$ cat src/rtl/mem_port_arbiter_if.sv
// mem_port_arbiter_if: bundle of the two requester ports and the memory-side
// port of mem_port_arbiter.
//   Requester side : req0/1, we0/1, addr0/1, wdata0/1 in; gnt0/1, rvalid0/1,
//                    rdata out.
//   Memory side    : mem_address, mem_data_out, mem_we out; mem_data_in in.
//   Status         : busy out.
// modport slave  - the arbiter itself.
// modport master - the environment (both requesters plus the memory model).
interface mem_port_arbiter_if #(
    parameter int unsigned ADDR_WIDTH = 32,
    parameter int unsigned DATA_WIDTH = 32
);
    logic                  req0;
    logic                  req1;
    logic                  we0;
    logic                  we1;
    logic [ADDR_WIDTH-1:0] addr0;
    logic [ADDR_WIDTH-1:0] addr1;
    logic [DATA_WIDTH-1:0] wdata0;
    logic [DATA_WIDTH-1:0] wdata1;
    logic                  gnt0;
    logic                  gnt1;
    logic                  rvalid0;
    logic                  rvalid1;
    logic [DATA_WIDTH-1:0] rdata;
    logic [ADDR_WIDTH-1:0] mem_address;
    logic [DATA_WIDTH-1:0] mem_data_out;
    logic                  mem_we;
    logic [DATA_WIDTH-1:0] mem_data_in;
    logic                  busy;

    modport slave (
        input  req0, req1, we0, we1, addr0, addr1, wdata0, wdata1, mem_data_in,
        output gnt0, gnt1, rvalid0, rvalid1, rdata, mem_address, mem_data_out,
               mem_we, busy
    );

    modport master (
        output req0, req1, we0, we1, addr0, addr1, wdata0, wdata1, mem_data_in,
        input  gnt0, gnt1, rvalid0, rvalid1, rdata, mem_address, mem_data_out,
               mem_we, busy
    );
endinterface

$ cat src/rtl/mem_port_arbiter.sv
// mem_port_arbiter: shares one single-port synchronous memory between the
// core (requester 0) and the loader/DMA (requester 1). Round-robin arbitration,
// one transaction in flight, registered memory-side signals, read data
// returned with a one-cycle rvalid pulse to the owner.
// Ports:
//   i_clk     - clock, rising edge.
//   i_resetn  - asynchronous active-low reset.
//   io_bus    - mem_port_arbiter_if.slave: requester handshakes, memory port,
//               busy flag.
// READ_LATENCY is the number of cycles from mem_address to valid mem_data_in,
// legal range 1..7 (held in a 3-bit wait counter).
module mem_port_arbiter #(
    parameter int unsigned READ_LATENCY = 1,
    parameter int unsigned ADDR_WIDTH   = 32,
    parameter int unsigned DATA_WIDTH   = 32
) (
    input  logic              i_clk,
    input  logic              i_resetn,
    mem_port_arbiter_if.slave io_bus
);

    localparam logic [1:0] ST_IDLE  = 2'd0;
    localparam logic [1:0] ST_ISSUE = 2'd1;
    localparam logic [1:0] ST_WAIT  = 2'd2;
    localparam logic [1:0] ST_RESP  = 2'd3;

    localparam logic [2:0] LAT_LOAD = 3'(READ_LATENCY);

    logic [1:0]            r_state;
    logic                  r_prio;
    logic                  r_owner;
    logic                  r_op_we;
    logic [2:0]            r_cnt;
    logic [DATA_WIDTH-1:0] r_rdata;
    logic [ADDR_WIDTH-1:0] r_mem_address;
    logic [DATA_WIDTH-1:0] r_mem_data_out;

    logic w_idle;
    logic w_gnt0;
    logic w_gnt1;

    // Gating with i_resetn keeps grants low while reset is held, even though
    // the state register already reads IDLE.
    assign w_idle = (r_state == ST_IDLE) && i_resetn;
    // On contention r_prio picks the winner: 0 -> requester 0, 1 -> requester 1.
    assign w_gnt0 = w_idle && io_bus.req0 && (!io_bus.req1 || !r_prio);
    assign w_gnt1 = w_idle && io_bus.req1 && (!io_bus.req0 || r_prio);

    always_ff @(posedge i_clk or negedge i_resetn) begin
        if (!i_resetn) begin
            r_state        <= ST_IDLE;
            r_prio         <= 1'b0;
            r_owner        <= 1'b0;
            r_op_we        <= 1'b0;
            r_cnt          <= 3'd0;
            r_rdata        <= '0;
            r_mem_address  <= '0;
            r_mem_data_out <= '0;
        end else begin
            case (r_state)
                ST_IDLE: begin
                    if (w_gnt0 || w_gnt1) begin
                        r_owner        <= w_gnt1;
                        // The loser of this round wins the next tie.
                        r_prio         <= !w_gnt1;
                        r_op_we        <= w_gnt1 ? io_bus.we1 : io_bus.we0;
                        r_mem_address  <= w_gnt1 ? io_bus.addr1 : io_bus.addr0;
                        r_mem_data_out <= w_gnt1 ? io_bus.wdata1 : io_bus.wdata0;
                        r_state        <= ST_ISSUE;
                    end
                end
                ST_ISSUE: begin
                    if (r_op_we) begin
                        r_state <= ST_IDLE;
                    end else begin
                        r_cnt   <= LAT_LOAD;
                        r_state <= ST_WAIT;
                    end
                end
                ST_WAIT: begin
                    r_cnt <= r_cnt - 3'd1;
                    // Count of 1 marks the cycle in which memory data is valid.
                    if (r_cnt == 3'd1) begin
                        r_rdata <= io_bus.mem_data_in;
                        r_state <= ST_RESP;
                    end
                end
                ST_RESP: begin
                    r_state <= ST_IDLE;
                end
                default: begin
                    r_state <= ST_IDLE;
                end
            endcase
        end
    end

    assign io_bus.gnt0         = w_gnt0;
    assign io_bus.gnt1         = w_gnt1;
    assign io_bus.rvalid0      = (r_state == ST_RESP) && !r_owner;
    assign io_bus.rvalid1      = (r_state == ST_RESP) && r_owner;
    // Decoded from state so an asynchronous reset drops the strobe at once.
    assign io_bus.mem_we       = (r_state == ST_ISSUE) && r_op_we;
    assign io_bus.busy         = (r_state != ST_IDLE);
    assign io_bus.rdata        = r_rdata;
    assign io_bus.mem_address  = r_mem_address;
    assign io_bus.mem_data_out = r_mem_data_out;

endmodule

$ cat src/flat_wrapper.sv
// flat-port wrapper written by rule: the top's interface ports become plain ports
module mem_port_arbiter_flat 
#(
    parameter int unsigned READ_LATENCY = 1,
    parameter int unsigned ADDR_WIDTH   = 32,
    parameter int unsigned DATA_WIDTH   = 32
)
  (i_clk, i_resetn, io_bus_req0, io_bus_req1, io_bus_we0, io_bus_we1, io_bus_addr0, io_bus_addr1, io_bus_wdata0, io_bus_wdata1, io_bus_mem_data_in, io_bus_gnt0, io_bus_gnt1, io_bus_rvalid0, io_bus_rvalid1, io_bus_rdata, io_bus_mem_address, io_bus_mem_data_out, io_bus_mem_we, io_bus_busy);
  mem_port_arbiter_if #(.ADDR_WIDTH(ADDR_WIDTH), .DATA_WIDTH(DATA_WIDTH)) io_bus_i ();
  input  logic i_clk;
  input  logic i_resetn;
  input wire logic [$bits(io_bus_i.req0)-1:0] io_bus_req0;
  input wire logic [$bits(io_bus_i.req1)-1:0] io_bus_req1;
  input wire logic [$bits(io_bus_i.we0)-1:0] io_bus_we0;
  input wire logic [$bits(io_bus_i.we1)-1:0] io_bus_we1;
  input wire logic [$bits(io_bus_i.addr0)-1:0] io_bus_addr0;
  input wire logic [$bits(io_bus_i.addr1)-1:0] io_bus_addr1;
  input wire logic [$bits(io_bus_i.wdata0)-1:0] io_bus_wdata0;
  input wire logic [$bits(io_bus_i.wdata1)-1:0] io_bus_wdata1;
  input wire logic [$bits(io_bus_i.mem_data_in)-1:0] io_bus_mem_data_in;
  output wire logic [$bits(io_bus_i.gnt0)-1:0] io_bus_gnt0;
  output wire logic [$bits(io_bus_i.gnt1)-1:0] io_bus_gnt1;
  output wire logic [$bits(io_bus_i.rvalid0)-1:0] io_bus_rvalid0;
  output wire logic [$bits(io_bus_i.rvalid1)-1:0] io_bus_rvalid1;
  output wire logic [$bits(io_bus_i.rdata)-1:0] io_bus_rdata;
  output wire logic [$bits(io_bus_i.mem_address)-1:0] io_bus_mem_address;
  output wire logic [$bits(io_bus_i.mem_data_out)-1:0] io_bus_mem_data_out;
  output wire logic [$bits(io_bus_i.mem_we)-1:0] io_bus_mem_we;
  output wire logic [$bits(io_bus_i.busy)-1:0] io_bus_busy;
  assign io_bus_i.req0 = io_bus_req0;
  assign io_bus_i.req1 = io_bus_req1;
  assign io_bus_i.we0 = io_bus_we0;
  assign io_bus_i.we1 = io_bus_we1;
  assign io_bus_i.addr0 = io_bus_addr0;
  assign io_bus_i.addr1 = io_bus_addr1;
  assign io_bus_i.wdata0 = io_bus_wdata0;
  assign io_bus_i.wdata1 = io_bus_wdata1;
  assign io_bus_i.mem_data_in = io_bus_mem_data_in;
  assign io_bus_gnt0 = io_bus_i.gnt0;
  assign io_bus_gnt1 = io_bus_i.gnt1;
  assign io_bus_rvalid0 = io_bus_i.rvalid0;
  assign io_bus_rvalid1 = io_bus_i.rvalid1;
  assign io_bus_rdata = io_bus_i.rdata;
  assign io_bus_mem_address = io_bus_i.mem_address;
  assign io_bus_mem_data_out = io_bus_i.mem_data_out;
  assign io_bus_mem_we = io_bus_i.mem_we;
  assign io_bus_busy = io_bus_i.busy;
  mem_port_arbiter #(.READ_LATENCY(READ_LATENCY), .ADDR_WIDTH(ADDR_WIDTH), .DATA_WIDTH(DATA_WIDTH)) u_core (.i_clk(i_clk), .i_resetn(i_resetn), .io_bus(io_bus_i));
endmodule
$ cat config.mk
export PLATFORM = sky130hd
export DESIGN_NAME = mem_port_arbiter_flat
export DESIGN_NICKNAME = d
export VERILOG_FILES = /design/src/rtl/mem_port_arbiter_if.sv /design/src/rtl/mem_port_arbiter.sv /design/src/flat_wrapper.sv
export SDC_FILE = /design/constraint.sdc
export NUM_CORES = 1
export LEC_CHECK = 0
export BUFFER_PORTS_ARGS = -buffer_cell sky130_fd_sc_hd__buf_2
export CORE_ASPECT_RATIO = 0.9
export CORE_UTILIZATION = 45
export CTS_CLUSTER_DIAMETER = 80
export DETAILED_ROUTE_END_ITERATION = 10
export PLACE_DENSITY = 0.82
export SYNTH_ARGS = -nofsm -noshare
export SYNTH_HDL_FRONTEND = slang
export SYNTH_SLANG_ARGS = --single-unit
$ cat constraint.sdc
create_clock -name i_clk -period 2.97 [get_ports i_clk]
set_clock_uncertainty 0.1 [all_clocks]
set_input_delay 0 -clock i_clk [delete_from_list [all_inputs] [get_ports i_clk]]
set_output_delay 0 -clock i_clk [all_outputs]
set_load 0.005 [all_outputs]
Word-level counts from Yosys, hierarchy flattened --
Cells that the tools add are included. Widths: inputs -> output; s select.
Storage, ports and cells: register bits 104, bits of input ports 166, output and inout bits 102, word-level logic and storage cells 48
Cells by class: add/sub/neg operators 1, equal/unequal tests 7, muxes and demuxes 9, reductions and logical operators 23
Operators by type and width (number):
- $mux 32 | 2
- $logic_and 1x1->1 | 8
- $pmux 2 s4 | 1
- $reduce_and 2->1 | 4
- $mux 2 | 3
- $pmux 3 s2 | 1
- $logic_not 1->1 | 5
- $eq 2x2->1 const B | 2
- $ne 2x2->1 const B | 2
- $reduce_bool 2->1 | 2
- $eq 3x1->1 const B | 1
- $logic_or 1x1->1 | 3
- $mux 3 | 1
- $sub 3x1->3 const B | 1
- $eq 2x1->1 const B | 1
- $logic_not 2->1 | 1
- $ne 2x1->1 const B | 1
- $mux 1 | 1

Depth between registers and ports, before layout --
Gate-level depths: netlist of the first run.
depth in word-level cells 7, depth in mapped cells 7, mapped depth without buffers 5

Worst setup path before layout of the first run --
OpenSTA, ideal clock, no wires.
path type reg2reg, from register u_core.r_cnt[1], to register u_core.r_rdata[10] (netlist: u_core.io_bus.rdata[10]), setup time 0.125 ns, arrival time 1.516 ns, data required time 2.745 ns, setup slack 1.229 ns, cell stages (with the launch flop) 7, buffers on the path 2, clock period less this slack 1.741 ns, cells stage by stage dfrtp_1 inv_1 ha_1 nor4bb_1 buf_2 buf_2 mux2_2
On the way: word-level cells in the longest chain between the ends 2
Ends and longest elaborated chain:
- from (decl) | RTL line mem_port_arbiter.sv:33 | logic [2:0] r_cnt;
- from (signal assigned) | RTL line mem_port_arbiter.sv:81 | r_cnt <= r_cnt - 3'd1;
- $eq 3x1->1 | RTL line mem_port_arbiter.sv:83 | if (r_cnt == 3'd1) begin
- $reduce_and 2->1 (no line)
- to (signal assigned) | RTL line mem_port_arbiter.sv:84 | r_rdata <= io_bus.mem_data_in;
- to (decl) | RTL line mem_port_arbiter.sv:34 | logic [DATA_WIDTH-1:0] r_rdata;
No other way between the ends. A chain may end at the register's enable or synchronous reset.

Worst setup path in the final report of the first run --
from input i_resetn, to register u_core.r_mem_address[25] (netlist: u_core.io_bus.mem_address[25])
On the way: word-level cells in the longest chain between the ends 5, elaborated cells between the ends (all ways) 8, classes of those cells mux: 1; reduce/logical: 7
Ends and longest elaborated chain:
- from (decl) | RTL line flat_wrapper.sv:11 | input logic i_resetn;
- $logic_and 1x1->1 * | RTL line mem_port_arbiter.sv:44 | assign w_idle = (r_state == ST_IDLE) && i_resetn;
- $logic_and 1x1->1 (on tied branches) (2 in a row) | RTL line mem_port_arbiter.sv:46, mem_port_arbiter.sv:47
- $logic_or 1x1->1 | RTL line mem_port_arbiter.sv:62 | if (w_gnt0 || w_gnt1) begin
- $reduce_and 2->1 (no line)
- to (signal assigned) | RTL line mem_port_arbiter.sv:67 | r_mem_address <= w_gnt1 ? io_bus.addr1 : io_bus.addr0;
- to (decl) | RTL line mem_port_arbiter.sv:35 | logic [ADDR_WIDTH-1:0] r_mem_address;
Every way passes the cells marked *; elsewhere a longest branch is shown, timed or not.

==> results of run 1 <==
report_power, final:
group          total, mW  internal (mW)  switching, mW
logic               3.06           1.81           1.25
registers           2.55           2.10          0.449
clock network       1.26          0.757          0.499
total               6.87           4.67           2.20
routing by layer:
metal,share of wire (%),GRT usage [%],vias to the layer above
met5,0,0,-
met4,3.7,15.4,0
met3,7.9,6.21,58
met2,52,56.2,341
met1,37,34.6,2400
li1,-,-,2294
timing repair:
action | in CTS | in global routing
setup endpoints to repair | 0 | 20
resized for setup | 0 | 1
hold buffers | 149 | 1
hold endpoints to repair | 125 | 1
metrics by stage:
step | hold WS [ps] | std cells | worst slack, ps
3_5_place_dp | -149 | 766 | 860
5_1_grt | 13.1 | 931 | 125
2_1_floorplan | -396 | 407 | 1230
4_1_cts | 0.399 | 930 | 200
3_3_place_gp | -154 | 766 | 950
6_report | -7.02 | 931 | 249
cells by family (layout without fill, tap and decap cells):
logic type,Yosys count,after routing,share of synthesized area (%)
and+or+nand+nor,148,148,14.8
DFF,104,104,56.0
AOI/OAI and AO/OA,73,73,15.2
buffers and inverters,47,445,5.52
muxes,32,32,7.76
adders and majority gates,2,2,0.539
xor gates and xnor gates,1,1,0.189
sequential cells by signal, summed over array words and instances, names as in the netlist, named ones only:
| signal | cells |
|---|---|
| u_core.io_bus.mem_address | 32 |
| u_core.r_owner | 1 |
| u_core.r_op_we | 1 |
| u_core.r_prio | 1 |
| u_core.r_state | 1 |
| u_core.r_cnt | 3 |
| u_core.io_bus.mem_data_out | 32 |
| u_core.io_bus.rdata | 32 |
worst max-delay path, cell delays in order:
cell,delay (ps)
dlygate4sd3_1,550
buf_4,350
nor3b_2,340
o21ai_4,200
buf_4,330
a221o_1,390
dlygate4sd3_1,600
final timing paths:
check,start,cells past startpoint,end,slack (ps)
setup / recovery,i_resetn,7,u_core.io_bus.mem_address[25],250
hold / removal,io_bus_wdata1[11],4,u_core.io_bus.mem_data_out[11],-7
setup reg to reg,u_core.r_state[0],4,u_core.io_bus.mem_address[25],350
hold reg to reg,u_core.io_bus.rdata[7],1,u_core.io_bus.rdata[7],400
max in group asynchronous,i_resetn,3,u_core.io_bus.mem_address[29],1400
min in group asynchronous,i_resetn,2,u_core.r_state[0],80
cell usage after synthesis (2+ instances only):
cell type and instances:
ha_1 2, nand2b_1 2, a21oi_1 3, nor2b_1 2, inv_1 5, buf_1 3
and3_1 2, nor3b_1 2, dfrtp_1 104, mux2_2 32, buf_2 16, a221o_1 65
buf_6 8, nor3_1 65, clkbuf_1 15, nand2_1 69
cell type report:
class,instances,share of cell area [%]
sequential,104,33.2
inverter,5,0.239
timing repair buffer,425,37.2
multi-input combinational,256,23.3
clock inverter,5,1.04
clock buffer,10,3.05
tap,126,2.01
==> flow_metrics.tcl, run 1 <==
set metrics [dict create \
    final_core_util_pct 79.4 \
    crit_fanout 49 \
    grt_max_degree 78 \
    routed_wl_um 16600 \
    num_rows 34 \
    place.gp.congestion 0.832 \
    nFillCells 586 \
    via_count 5093 \
    syn_inst 407 \
    multiInputGateArea_mm2 0.00183 \
    io_pins 268 \
    clk_pin_slew_ps 70 \
    fin_crit_sh_pct 91.6 \
    clock-root-buffer "clkbuf_16" \
    antenna_found_initial 0 \
    clk-insertion-delay-late_ps 330 \
    power_leakage_nw 3.89 \
    yosysWarningCount 0 \
    die_h_um 98.4 \
    remaining_drc_errors 0 \
    yosys.area.top_type "dfrtp_1" \
    rsz0062_at_grt "no" \
    tightestPinTransition_ps 966 \
    cp_data_required_time_ps 3080 \
    area_growth_pct 68.7 \
    cp-start-kind "primary input" \
    core_mm2 0.00987 \
    via_per_inst 5.47 \
    grt_pass1_vias 5376 \
    synth.top_cells.by_area "dfrtp_1, a221o_1, mux2_2, nor3_1, nand2_1" \
    cellPowerDensity_mw_per_mm2 876 \
    drtPass1Iterations 4 \
    final_cell_mix "buf_2, dlygate4sd3_1, dfrtp_1" \
    cts_setup_buffers 0 \
    port_buffers 267 \
    maxSlewHeadroom_pct 35.6 \
    outcome "finished, violations left" \
    synth_area_mm2 0.00465 \
    mostFrequentLayoutCell "buf_2" \
    setup_viol 0 \
    power_mw 6.87 \
    setup-tns-final_ps 0 \
    numCtsBuffers 9 \
    avgSynthCellArea_um2 11.4 \
    arrival_ps 2830 \
    drive_above_1_share_pct 41.1 \
    chipWidth_um 109 \
    clkSinkCount 104 \
    synthesis.nets 575 \
    finalHoldViolCount 1 \
    drv_slew 0 \
    die_area_mm2 0.0107 \
    grt_usage_pct 31.2 \
    violations "negative hold slack" \
    maxCapViolCount 0 \
    hp-class "in2reg" \
    path_class "in2reg" \
    final_design_area_no_fill_mm2 0.00784 \
    nets 969 \
    ctsHtreeMaxLevel 3 \
    start_util_pct 47.1 \
    ir_drop_mv 0.524 \
    cts_tree "yes" \
    first_iter_violations 250 \
    synth_seq_cells 104 \
    async_flop_share_pct 100 \
    antenna_cells 0 \
    yosysTopAreaCellShare_pct 56.0 \
    yosysSeqAreaShare_pct 56.0 \
    holdWs_ps -7.02 \
    place_area_mm2 0.00601 \
    cp-end-kind "flop" \
    ys_types 28 \
    post-route-min-period_ps 2720 \
    fmax_ghz 0.368 \
    clockBufferDepth 2 \
    wl_per_cell_um 17.8 \
    grt_overflow 0 \
    grt_pass1_wl_um 25800 \
    final-seq-area_mm2 0.00260 \
    antenna_left 0 \
    hpwlAfterDp_um 9590 \
    synth_edf_count 0 \
    synth_flop_cell "dfrtp_1" \
]
(Power assumes the default switching activity.)
==> run 2, diff against run 1 <==
Settings changed: CORE_UTILIZATION 45 to 40, PLACE_DENSITY 0.82 to 0.77.
Clock period 2.97 ns to 2.2 ns, I/O delays scaled along.
==> run 2 against run 1 <==
Against the previous run:
- the flow still finishes with violations (negative hold slack)
- wire length grew 6.5%
- critical endpoint is now io_bus_gnt1
- critical path type is now reg2out
- sequential power grew 36%
- first-iteration DRC count grew 70%
- core utilization shrank 7.2 points
- non-clock buffer count grew 13
- largest cell class unchanged
- setup slack lost 150 ps
- sequential share of layout area shrank 0.66 points
- via count grew 2.8%
- cell area grew 2.0%
==> flow_metrics.tcl, run 2 (synthesized netlist as in run 1, its figures left out) <==
set metrics [dict create \
    post-route-min-period_ps 2100 \
    cellPowerDensity_mw_per_mm2 1070 \
    clkSinkCount 104 \
    setup_viol 0 \
    antenna_left 0 \
    area_growth_pct 72.2 \
    hold_depth 4 \
    rr_worst_depth 3 \
    cp-end-kind "output port" \
    chipWidth_um 116 \
    first_iter_violations 426 \
    grt_max_degree 67 \
    finalHoldViolCount 1 \
    fmax_ghz 0.476 \
    drtPass1Iterations 5 \
    routed_wl_um 17700 \
    final_core_util_pct 72.2 \
    maxSlewHeadroom_pct 38.8 \
    maxCapViolCount 0 \
    rsz0062_at_grt "no" \
    place.gp.congestion 0.788 \
    mostFrequentLayoutCell "buf_2" \
    cp_data_required_time_ps 2100 \
    drive_above_1_share_pct 40.7 \
    grt_pass1_wl_um 27200 \
    path_class "reg2out" \
    io_pins 268 \
    p_sw_mw 2.89 \
    cts_tree "yes" \
    outcome "finished, violations left" \
    clock_power_share_pct 18.3 \
    grt_usage_pct 29.1 \
    regToRegSetupSlack_ps 150 \
    core_mm2 0.0111 \
    grt_overflow 0 \
    die_h_um 104 \
    violations "negative hold slack" \
    crit_fanout 33 \
    internal-power_mw 5.66 \
    hp-class "in2reg" \
    setup-tns-final_ps 0 \
    via_per_inst 5.39 \
    die_area_mm2 0.0121 \
    fin_ws_ps 98.1 \
    rr_startpoint "u_core.r_state[0]" \
    dp_slack_ps 234 \
    ctsHtreeMaxLevel 3 \
    swShare_pct 33.8 \
    final_cell_mix "buf_2, dlygate4sd3_1, dfrtp_1" \
    clock-root-buffer "clkbuf_16" \
    comb_power_share_pct 41.2 \
    tightestPinTransition_ps 918 \
    cp-start-kind "flop" \
    start_util_pct 41.9 \
    holdPathEnd "u_core.io_bus.mem_address[3]" \
    rr_endpoint "u_core.io_bus.mem_data_out[6]" \
    holdWs_ps -5.37 \
    num_rows 36 \
    post-place-cells 794 \
    nets 983 \
    cp-startpoint "u_core.r_state[0]" \
    numCtsBuffers 9 \
    seq_power_share_pct 40.5 \
    remaining_drc_errors 0 \
    ir_drop_mv 0.501 \
    fin_crit_sh_pct 95.5 \
    antenna_cells 0 \
    clk_pin_slew_ps 70 \
    clk-insertion-delay-late_ps 330 \
    grt_pass1_vias 5501 \
    port_buffers 267 \
    drv_slew 0 \
    via_count 5236 \
    final_design_area_no_fill_mm2 0.00800 \
    antenna_found_initial 0 \
    power_leakage_nw 3.90 \
    clockBufferDepth 2 \
    hp-start "io_bus_addr1[3]" \
    wl_per_cell_um 18.2 \
    arrival_ps 2000 \
    place_area_mm2 0.00608 \
    final-instance-count-excl-fill 971 \
    hpwlAfterDp_um 9380 \
    cts_setup_buffers 0 \
    power_mw 8.54 \
]
run 2: cell types whose count changed in the layout (fill, tap and decap cells not counted):
| cell | before | now |
|---|---|---|
| clkbuf_8 | 1 | 0 |
| clkinvlp_4 | 1 | 2 |
| buf_12 | 1 | 3 |
| dlygate4sd3_1 | 150 | 161 |
| bufinv_16 | 2 | 1 |
| clkbuf_1 | 0 | 1 |
| or3b_2 | 0 | 1 |
run 2: final cells by class:
class                   count  area (µm²)
clock inverters             5        58.8
repair buffers            438        3060
well taps                 152         190
fillers                   705        3080
inverters                   5        18.8
clock buffers              10         229
flip-flops and latches    104        2600
multi-input cells         257        1840
run 2: worst max-delay path by stage:
stage | to | cells past startpoint
6_report | io_bus_gnt1 | 3
5_1_grt | io_bus_gnt1 | 3
4_1_cts | io_bus_gnt1 | 3
3_5_place_dp | u_core.io_bus.mem_address[19] | 3
3_3_place_gp | u_core.io_bus.mem_address[19] | 3
2_1_floorplan | u_core.io_bus.rdata[10] | 6
run 2: what timing repair did:
action                                  4_1_cts  5_1_grt
gates resized for setup                       0        1
hold buffers                                161        0
endpoints found under the setup margin        0        2
endpoints found under the hold margin       142        0
run 2: power by group through the flow:
| stage | clock [mW] | combinational [mW] | sequential [mW] |
|---|---|---|---|
| finish | 1.56 | 3.52 | 3.46 |
| global route | 1.68 | 3.82 | 3.56 |
| CTS | 1.59 | 3.42 | 3.41 |
| detailed placement | 0 | 3.21 | 3.41 |
| global placement | 0 | 3.09 | 3.38 |
| floorplan | 0 | 1.75 | 3.40 |
run 2: worst max-delay path: stages (launching register included):
cell and delay, ps:
dfrtp_1 510, or3b_4 670, nor3b_2 310, buf_2 170
run 2: routing by layer:
metal	up-vias	part of all wire, %	track usage [%]
met5	-	0	0
met4	0	4.6	17.3
met3	76	7.7	6.06
met2	335	50	50.6
met1	2491	38	32.3
li1	2334	-	-
==> run 3, diff against run 2 <==
Settings changed: BUFFER_PORTS_ARGS -buffer_cell sky130_fd_sc_hd__buf_2 to -buffer_cell sky130_fd_sc_hd__buf_4, HOLD_SLACK_MARGIN set to 0.02.
==> run 3 against run 2 <==
Against the previous run:
- the flow now finishes without violations
- die area unchanged
- setup slack gained 10 ps
- hold slack gained 39 ps
- non-clock buffer count increased by 1
- sequential share of layout area is 2.5 points lower
- critical path depth stayed put
- sequential cell count did not move
- global-route usage up 2.9 points
- cell area increased by 8.2%
- via count rose by 1.9%
- register-to-register slack better by 70 ps
- critical path type unchanged
- critical endpoint unchanged
==> flow_metrics.tcl, run 3 (synthesized netlist as in run 1, its figures left out) <==
set metrics [dict create \
    hp-class "in2reg" \
    ctsHtreeMaxLevel 3 \
    ir_drop_mv 0.450 \
    post-route-min-period_ps 2090 \
    setup_viol 0 \
    cp_data_required_time_ps 2100 \
    remaining_drc_errors 0 \
    antenna_cells 0 \
    fmax_ghz 0.478 \
    grt_usage_pct 32.0 \
    nets 984 \
    power_leakage_nw 4.10 \
    mostFrequentLayoutCell "buf_4" \
    clock_power_share_pct 16.9 \
    area_growth_pct 86.3 \
    holdWs_ps 33.3 \
    clkSinkCount 104 \
    finalHoldViolCount 0 \
    p_sw_mw 3.12 \
    via_per_inst 5.49 \
    nFillCells 685 \
    crit_fanout 33 \
    final-instance-count-excl-fill 973 \
    grt_pass1_wl_um 29400 \
    die_h_um 104 \
    final_cell_mix "buf_4, dlygate4sd3_1, dfrtp_1" \
    num_rows 36 \
    cp-end-kind "output port" \
    rsz0062_at_grt "no" \
    outcome "completed" \
    seq_power_share_pct 38.4 \
    antenna_found_initial 0 \
    wl_per_cell_um 19.6 \
    routed_wl_um 19100 \
    clk_pin_slew_ps 70 \
    hpwlAfterDp_um 10200 \
    drv_slew 0 \
    cts_setup_buffers 0 \
    maxSlewHeadroom_pct 43.5 \
    post-place-cells 794 \
    arrival_ps 1990 \
    grt_overflow 0 \
    cellPowerDensity_mw_per_mm2 1060 \
    path_class "reg2out" \
    grt_pass1_vias 5669 \
    tightestPinTransition_ps 848 \
    chipWidth_um 116 \
    io_pins 268 \
    core_mm2 0.0111 \
    cts_tree "yes" \
    antenna_left 0 \
    first_iter_violations 367 \
    clockBufferDepth 2 \
    drive_above_1_share_pct 40.7 \
    start_util_pct 41.9 \
    multiInputGateArea_mm2 0.00183 \
    power_mw 9.22 \
    port_buffers 267 \
    grt_max_degree 70 \
    fin_crit_sh_pct 95.1 \
    die_area_mm2 0.0121 \
    internal-power_mw 6.10 \
    swShare_pct 33.8 \
    via_count 5338 \
    drtPass1Iterations 7 \
    final-seq-area_mm2 0.00260 \
    clk-insertion-delay-late_ps 340 \
    place.gp.congestion 0.832 \
    numCtsBuffers 9 \
    comb_power_share_pct 44.8 \
    setup-tns-final_ps 0 \
    cp-start-kind "flop" \
    maxCapViolCount 0 \
    clock-root-buffer "clkbuf_16" \
]
run 3: changes by cell type in the layout (fill, tap and decap cells not counted), sizes merged:
cell and change:
bufinv -1, clkbuf -1, clkinv -2, dlygate4sd3 +1, inv +5
run 3: area by class of cell:
type	instances	area share, %
tap	152	2.20
timing repair buffer	439	43.1
clock buffer	9	2.60
sequential	104	30.1
clock inverter	7	0.679
multi-input combinational	257	21.2
inverter	5	0.217
run 3: what timing repair did:
action / CTS / global route
hold buffers: 162 / 0
cloned: 1 / 0
setup endpoints to repair: 1 / 2
hold endpoints to repair: 201 / 0
pin swaps: 1 / 1
gates resized for setup: 0 / 1
run 3: power groups by stage:
| stage | sequential (mW) | combinational (mW) | clock, mW |
|---|---|---|---|
| 6_report | 3.53 | 4.13 | 1.55 |
| 5_1_grt | 3.62 | 4.41 | 1.66 |
| 4_1_cts | 3.47 | 4.01 | 1.58 |
| 3_3_place_gp | 3.44 | 3.65 | 0 |
| 2_1_floorplan | 3.40 | 1.75 | 0 |
| 3_5_place_dp | 3.46 | 3.76 | 0 |
run 3: worst max-delay path: stages (launching register included):
cell	delay, ps
dfrtp_1	510
or3b_4	670
nor3b_2	300
buf_4	170
run 3: final timing paths:
check	cells after the start	to	from	slack, ps
setup / recovery	3	io_bus_gnt1	flop	110
hold / removal	4	u_core.io_bus.mem_data_out[13]	io_bus_wdata1[13]	30
setup reg to reg	4	u_core.io_bus.mem_data_out[7]	u_core.r_state[0]	220
hold reg to reg	1	u_core.io_bus.rdata[18]	u_core.io_bus.rdata[18]	420
max in group asynchronous	3	u_core.io_bus.mem_address[2]	i_resetn	1040
min in group asynchronous	3	u_core.io_bus.mem_address[31]	i_resetn	230
run 3: metal layers:
metal / routed length, µm / vias up / share of wire [%] / global-route usage (%)
li1: - / 2339 / - / -
met1: 6850 / 2580 / 36 / 35.0
met2: 9880 / 346 / 52 / 57.3
met3: 1460 / 73 / 7.7 / 6.00
met4: 892 / 0 / 4.7 / 17.7
met5: 0 / - / 0 / 0
run 3: per-stage QoR:
step,util [%],setup slack (ps),instance area (µm²)
2_1_floorplan,-,459,4650
3_3_place_gp,60.8,277,6740
3_5_place_dp,60.8,221,6740
4_1_cts,78.1,81.0,8650
5_1_grt,78.1,12.1,8650
6_report,78.1,109,8650
